`config.mk`:
```
export PLATFORM = sky130hd
export DESIGN_NAME = reg_file_rd_streamer
export DESIGN_NICKNAME = d
export VERILOG_FILES = /design/src/rtl/reg_file_rd_streamer.sv
export SDC_FILE = /design/constraint.sdc
export NUM_CORES = 1
export LEC_CHECK = 0
export BUFFER_PORTS_ARGS = -buffer_cell sky130_fd_sc_hd__buf_2
export CAP_MARGIN = 20
export CORE_ASPECT_RATIO = 2
export CORE_MARGIN = 4
export CORE_UTILIZATION = 30
export DETAILED_ROUTE_END_ITERATION = 12
export GPL_ROUTABILITY_DRIVEN = 0
export PLACE_DENSITY_LB_ADDON = 0.05
export RECOVER_POWER = 25
export SLEW_MARGIN = 30
export SYNTH_ARGS = -nofsm -noshare
export SYNTH_HDL_FRONTEND = slang
export SYNTH_SLANG_ARGS = --single-unit
```
`constraint.sdc`:
```
create_clock -name clk -period 3.4 [get_ports clk]
set_input_delay 0.68 -clock clk [delete_from_list [all_inputs] [get_ports clk]]
set_output_delay 0.68 -clock clk [all_outputs]
set_load 0.1 [all_outputs]
```
`src/rtl/reg_file_rd_streamer.sv`:
```
// reg_file_rd_streamer: walks an address range through a 1-cycle-latency register-file read port
// and emits the words as a valid/ready stream with a last flag, buffered in a 2-entry FIFO.
`default_nettype none

module reg_file_rd_streamer #(
  parameter int DATA_WIDTH = 32,
  parameter int ADDR_WIDTH = 4
) (
  input  logic                  clk,
  input  logic                  resetn,
  input  logic                  start,
  input  logic [ADDR_WIDTH-1:0] base_addr,
  input  logic [ADDR_WIDTH:0]   num_words,
  output logic                  busy,
  output logic                  done,
  output logic                  rf_rd_req,
  output logic [ADDR_WIDTH-1:0] rf_rd_addr,
  input  logic [DATA_WIDTH-1:0] rf_rd_data,
  output logic                  out_valid,
  input  logic                  out_ready,
  output logic [DATA_WIDTH-1:0] out_data,
  output logic                  out_last
);

  typedef enum logic [1:0] {
    S_IDLE  = 2'd0,
    S_READ  = 2'd1,
    S_DRAIN = 2'd2
  } state_e;

  state_e                state_q, state_d;
  logic [ADDR_WIDTH-1:0] addr_q, addr_d;
  logic [ADDR_WIDTH:0]   remaining_q, remaining_d;
  logic [ADDR_WIDTH-1:0] last_addr_q;
  logic                  done_q, done_d;
  logic                  inflight_q;
  logic                  inflight_last_q;

  logic [DATA_WIDTH-1:0] fifo_data_q [2];
  logic                  fifo_last_q [2];
  logic                  wr_ptr_q;
  logic                  rd_ptr_q;
  logic [1:0]            count_q, count_d;

  logic                  pop;
  logic                  final_issue;
  logic [2:0]            occupancy;

  assign out_valid  = (count_q != 2'd0);
  assign pop        = out_valid & out_ready;
  assign out_data   = fifo_data_q[rd_ptr_q];
  assign out_last   = out_valid & fifo_last_q[rd_ptr_q];
  assign busy       = (state_q != S_IDLE);
  assign done       = done_q;

  // Slots already committed after this cycle's pop; a new read needs one free slot.
  assign occupancy  = {1'b0, count_q} + {2'b00, inflight_q} - {2'b00, pop};
  assign rf_rd_req  = (state_q == S_READ) && (remaining_q != '0) && (occupancy < 3'd2);
  assign rf_rd_addr = rf_rd_req ? addr_q : last_addr_q;
  assign final_issue = rf_rd_req && (remaining_q == {{ADDR_WIDTH{1'b0}}, 1'b1});
  assign count_d    = count_q + {1'b0, inflight_q} - {1'b0, pop};

  always_comb begin
    state_d     = state_q;
    addr_d      = addr_q;
    remaining_d = remaining_q;
    done_d      = 1'b0;
    case (state_q)
      S_IDLE: begin
        if (start) begin
          if (num_words != '0) begin
            addr_d      = base_addr;
            remaining_d = num_words;
            state_d     = S_READ;
          end else begin
            state_d     = S_DRAIN;
          end
        end
      end
      S_READ: begin
        if (rf_rd_req) begin
          addr_d      = addr_q + 1'b1;
          remaining_d = remaining_q - 1'b1;
          if (final_issue) state_d = S_DRAIN;
        end
      end
      S_DRAIN: begin
        // No reads are issued here, so the buffer emptying this cycle means nothing is left.
        if (done_q) state_d = S_IDLE;
        else        done_d  = (count_d == 2'd0);
      end
      default: state_d = S_IDLE;
    endcase
  end

  always_ff @(posedge clk or negedge resetn) begin
    if (!resetn) begin
      state_q         <= S_IDLE;
      addr_q          <= '0;
      remaining_q     <= '0;
      last_addr_q     <= '0;
      done_q          <= 1'b0;
      inflight_q      <= 1'b0;
      inflight_last_q <= 1'b0;
      wr_ptr_q        <= 1'b0;
      rd_ptr_q        <= 1'b0;
      count_q         <= 2'd0;
      fifo_data_q[0]  <= '0;
      fifo_data_q[1]  <= '0;
      fifo_last_q[0]  <= 1'b0;
      fifo_last_q[1]  <= 1'b0;
    end else begin
      state_q         <= state_d;
      addr_q          <= addr_d;
      remaining_q     <= remaining_d;
      done_q          <= done_d;
      inflight_q      <= rf_rd_req;
      inflight_last_q <= final_issue;
      count_q         <= count_d;
      if (rf_rd_req) last_addr_q <= addr_q;
      if (inflight_q) begin
        fifo_data_q[wr_ptr_q] <= rf_rd_data;
        fifo_last_q[wr_ptr_q] <= inflight_last_q;
        wr_ptr_q              <= ~wr_ptr_q;
      end
      if (pop) rd_ptr_q <= ~rd_ptr_q;
    end
  end

  a_no_overflow: assert property (@(posedge clk) disable iff (!resetn)
    !(inflight_q && (count_q == 2'd2) && !pop));

endmodule

`default_nettype wire

```
-- Word-level counts from Yosys, hierarchy flattened
Index checks and enable logic that the tools add are counted.
- bits in registers: 88
- input bits: 45
- output and inout port bits: 41
- logic and storage cells: 80
- $add $sub $neg: 6
- order comparisons: 4
- equality and inequality tests: 8
- mux-type cells: 29
- bitwise operators: 6
- reductions and logical operators: 13
- operators by type and width (cell ; number):
    $mux W32 ; 4
    $bwmux W64 ; 1
    $demux W32 S1 ; 1
    $mux W4 ; 4
    $mux W5 ; 3
    $mux W2 ; 5
    $ne A2 B2 Y1 const B ; 5
    $pmux W5 S2 ; 1
    $reduce_bool A5 Y1 ; 2
    $pmux W4 S2 ; 1
    $reduce_and A4 Y1 ; 2
    $mux W1 ; 6
    $pmux W2 S3 ; 1
    $reduce_bool A2 Y1 ; 3
    $eq A5 B1 Y1 const B ; 1
    $sub A5 B1 Y5 const B ; 1
    $add A4 B1 Y4 const B ; 1
    $ge A2 B2 Y1 const B ; 2
    $logic_and A1 B1 Y1 ; 4
    $logic_not A2 Y1 ; 2
    $not A1 Y2 ; 2
    $add A2 B1 Y3 ; 1
    $lt A3 B2 Y1 const B ; 1
    $sub A3 B1 Y3 ; 1
    other kinds (9) ; 11

-- Depth between registers and ports, before layout
- depth in word-level cells: 9
- gate-level depth with buffers: 13
- gate-level depth less buffers: 13

-- Worst setup path before layout
Ideal clock, no wire load.
- kind: register to output
- from: register count_q[1]
- to: output rf_rd_addr[0]
- arrival: 3.847 ns
- required time: 2.720 ns
- setup slack: -1.127 ns
- cell stages (with the launch flop): 14
- buffers on the path: 0
- cell sequence: dfrtp_1 nor2_1 inv_1 and2_1 ha_1 inv_1 ha_1 inv_1 fa_1 xnor2_1 o2111ai_4 inv_2 nand2_1 nand2_1
- cells in the longest elaborated chain, start to end: 6
- elaborated cells between the ends (all ways): 7
- classes of those cells: add/sub: 2; order compare: 1; mux: 1; bitwise: 1; reduce/logical: 2
- RTL lines (element ; line ; source):
    start, declared ; 43 ; logic [1:0] count_q, count_d;
    start signal, assigned ; 119 ; count_q <= count_d;
    $reduce_bool A2 Y1 ; 49 ; assign out_valid = (count_q != 2'd0);
    net out_valid ; 19 ; output logic out_valid,
    $and A1 B1 Y1 ; 50 ; assign pop = out_valid & out_ready;
    net pop ; 45 ; logic pop;
    $sub A3 B1 Y3 ; 57 ; assign occupancy = {1'b0, count_q} + {2'b00, inflight_q} - {2'b00, pop};
    $lt A3 B2 Y1 ; 58 ; assign rf_rd_req = (state_q == S_READ) && (remaining_q != '0) && (occupancy < 3'd2);
    $logic_and A1 B1 Y1 ; 58 ;
    net rf_rd_req ; 16 ; output logic rf_rd_req,
    $mux W4 ; -- ;
    end, declared ; 17 ; output logic [ADDR_WIDTH-1:0] rf_rd_addr,
The timed path passes the listed nets, and every way through them passes these cells.

-- Final worst setup path
- from: register count_q[1]
- to: output rf_rd_addr[2]
- cells in the longest elaborated chain, start to end: 6
- elaborated cells between the ends (all ways): 7
- classes of those cells: add/sub: 2; order compare: 1; mux: 1; bitwise: 1; reduce/logical: 2
- RTL lines (element ; line):
    $reduce_bool A2 Y1 ; 49
    $and A1 B1 Y1 ; 50
    net pop ; 45
    $sub A3 B1 Y3 ; 57
    $lt A3 B2 Y1 ; 58
    $logic_and A1 B1 Y1 ; 58
    $mux W4 ; --
The timed path passes the listed nets, and every way through them passes these cells.

==> results by group <==
Critical path
  – Crit-path slowest cell: dfrtp_1
  – Critical Setup Path Class: reg -> out
  – Crit path buffers/inverters: 5
  – Crit Path Max Fanout: 6
  – Required @ worst endpoint: 2.72 ns
  – Largest stage delay, worst path: 0.41 ns
  – Worst path top cell family by delay: adder cells
  – CP endpoint kind: output pin
  – Slack of the worst reg-to-reg path: 0.46 ns
  – CP Data Arrival Time: 2.89 ns
  – Cells along the critical path: nor2_4 > clkinvlp_4 > and2_4 > ha_4 > inv_2 > ha_4 > inv_2 > fa_2 > xnor2_2 > o2111ai_4 > inv_8 > nand2_4 > nand2_8 > buf_12
  – Crit path launch type: flop

CTS
  – Clock latency on the worst-skew pair: 0.33 ns
  – CTS Sinks: 88
  – Clock Pin Slew Worst Setup and Hold Paths: 0.06 ns
  – CTS tree: built
  – H-tree Lvls: 3
  – Clock Root Buffer: clkbuf_16
  – Clock buffer count from CTS: 9
  – Longest Clk Path Bufs: 2
  – Hold_buf cts: 0

Detailed routing
  – Wire per inst: 17.6 microns
  – DRC: 0
  – 1st-iter DRT viols: 73
  – DRT Pass-1 Iters: 6
  – Antenna Nets Post-Route: 0
  – DRT Wirelength: 9.73 mm
  – Via Count: 2708
  – Routed vias/inst: 4.90

Final layout
  – Nets: 448
  – Layout cell share with drive strength beyond 1: 60.6%
  – Commonest non-fill, non-tap cell in the layout: mux2_2
  – Ant. Diodes: 0
  – Most frequent cells in the layout: mux2_2 (98), dfrtp_1 (88), buf_2 (79)
  – Filler cells: 1288
  – Multi-input logic area: 1880 sq um
  – Area Growth Syn to Fin: 30.7%
  – Register area: 2200 sq um

Timing
  – Final Hold Violating Endpoints: 0
  – Unrepaired setup endpoints after global routing: yes
  – Final Critical Period: 3.57 ns
  – Pins Over Slew Limit: 0
  – Peak Freq: 280 MHz
  – Final Cycle Share: 105%
  – Final worst setup slack: -0.168 ns
  – Slew @ Worst Pin: 1.44 ns
  – Relative slew slack: 4.08%
  – Worst Clk Skew: 0.00544 ns
  – Endpoints failing setup: 5

Die
  – Initial Utilization: 30.8%
  – # IOs: 86
  – Die area: 15500 sq um
  – Die Span Y: 172 microns
  – CORE AREA: 13100 sq um
  – Die Wd: 90.1 microns
  – FP Rows: 59

GRT
  – Vias in the first global route: 2899
  – First-pass GRT wire length: 15.8 mm
  – Pin count of the biggest net entering global routing: 55
  – Initial antenna violation count: 0
  – GRT Residual Overflow: 0
  – GR Util All Layers: 13.3%

Place
  – DP Wirelength: 7.03 mm
  – Port bufs: 85
  – Place WS: -0.00978 ns

Yosys
  – Ys flop type: dfrtp_1
  – Synth warnings: 0
  – Synthesized net count: 350
  – Sequential-to-total area share from yosys stat: 54.4%
  – Post-Syn Area: 4050 sq um
  – Yosys cell types: 46
  – Ys async rst share: 100%
  – Post-synth EDFFs: 0
  – Gate Count Post-Synth: 298
  – Mean post-synth cell area: 13.6 sq um
  – Count of state elements after synthesis: 88

Status
  – Failing checks: setup timing
  – Status: complete, but fails checks

Worst hold path
  – Worst Hold Class: reg -> reg

Run
  – Maxcap violations: 0
## cell type report
type                    count  area share (%)
repair buffers            101            11.7
flip-flops and latches     88            41.6
clock inverters             5            1.99
clock buffers              11            4.40
well taps                 152            3.59
inverters                  12            1.06
multi-input cells         184            35.6
## kinds of logic (layout without fill, tap and decap cells)
logic type,Yosys count,in the layout,share of synthesized area [%]
adder cells (fa/ha/maj),7,7,2.35
flip-flops,88,88,54.4
multiplexers,102,102,28.3
buffers and inverters,26,129,2.69
AO/OA/AOI/OAI,28,28,5.97
AND/OR/NAND/NOR,44,44,5.69
XOR/XNOR,3,3,0.649
## metrics by stage
stage	TNS (ns)	utilization [%]	cell area [sq um]	hold WS, ns	cells
floorplan	-1.34	-	4190	0.384	298
global placement	0	37.5	4920	0.448	533
detailed placement	-0.0328	37.5	4920	0.459	533
CTS	-1.01	40.1	5270	0.426	550
global route	-1.36	40.3	5290	0.487	553
finish	-0.804	40.3	5290	0.466	553
## layer usage
| metal | vias to the layer above | share of wire (%) | track usage, % |
|---|---|---|---|
| met5 | - | 0 | 0 |
| met4 | 0 | 2.4 | 6.00 |
| met3 | 13 | 4.3 | 3.13 |
| met2 | 60 | 55 | 25.0 |
| met1 | 1382 | 38 | 14.0 |
| li1 | 1253 | - | - |
## worst paths after layout
kind | start | end | cells after the start
min reg2reg | done$_DFF_PN0_ | done$_DFF_PN0_ | 1
min | done$_DFF_PN0_ | done$_DFF_PN0_ | 1
max reg2reg | count_q[1]$_DFF_PN0_ | remaining_q[2]$_DFFE_PN0P_ | 14
min in group asynchronous | resetn | fifo_data_q[30]$_DFFE_PN0P_ | 1
max in group asynchronous | resetn | fifo_last_q[1]$_DFFE_PN0P_ | 2
max | count_q[1]$_DFF_PN0_ | rf_rd_addr[2] | 14
## state kept, by name, summed over array words and instances, names as in the netlist, 2 cells and up
name / cells
remaining_q: 5
fifo_last_q: 2
last_addr_q: 4
state_q: 2
fifo_data_q: 64
addr_q: 4
count_q: 2
## synthesized netlist by cell type, types with 2 or more instances
library cell	number	area share, %
xor2_1	2	0.43
mux2i_1	4	0.99
o21bai_1	2	0.37
ha_1	6	1.9
o22ai_1	2	0.31
nand2_1	17	1.6
inv_1	11	1.0
and2_1	2	0.31
o21ai_1	4	0.49
nor3_1	3	0.37
clkbuf_1	3	0.28
mux2_2	98	27
dfrtp_1	88	54
buf_1	7	0.65
buf_2	3	0.37
nor2_1	7	0.65
nand3_1	4	0.49
a21oi_1	7	0.87
## worst register-to-register path: stages, from the launching register on
cell and delay, ns:
dfrtp_1 0.41, nor2_4 0.15, clkinvlp_4 0.09, and2_4 0.15, ha_4 0.20, inv_2 0.05
ha_4 0.11, inv_2 0.03, fa_2 0.35, xnor2_2 0.24, o2111ai_4 0.27, inv_8 0.19
buf_4 0.17, nor2_2 0.08, a221o_1 0.35
## timing repair
action | 4_1_cts | 5_1_grt
endpoints found under the hold margin | 0 | 0
gates resized for setup | 0 | 1
endpoints found under the setup margin | 5 | 5
setup buffers | 1 | 3
pin swaps | 3 | 3
Power is left out: the tool's default activity adds up to more than one toggle a clock period on the data nets, which glitch-free logic cannot reach.
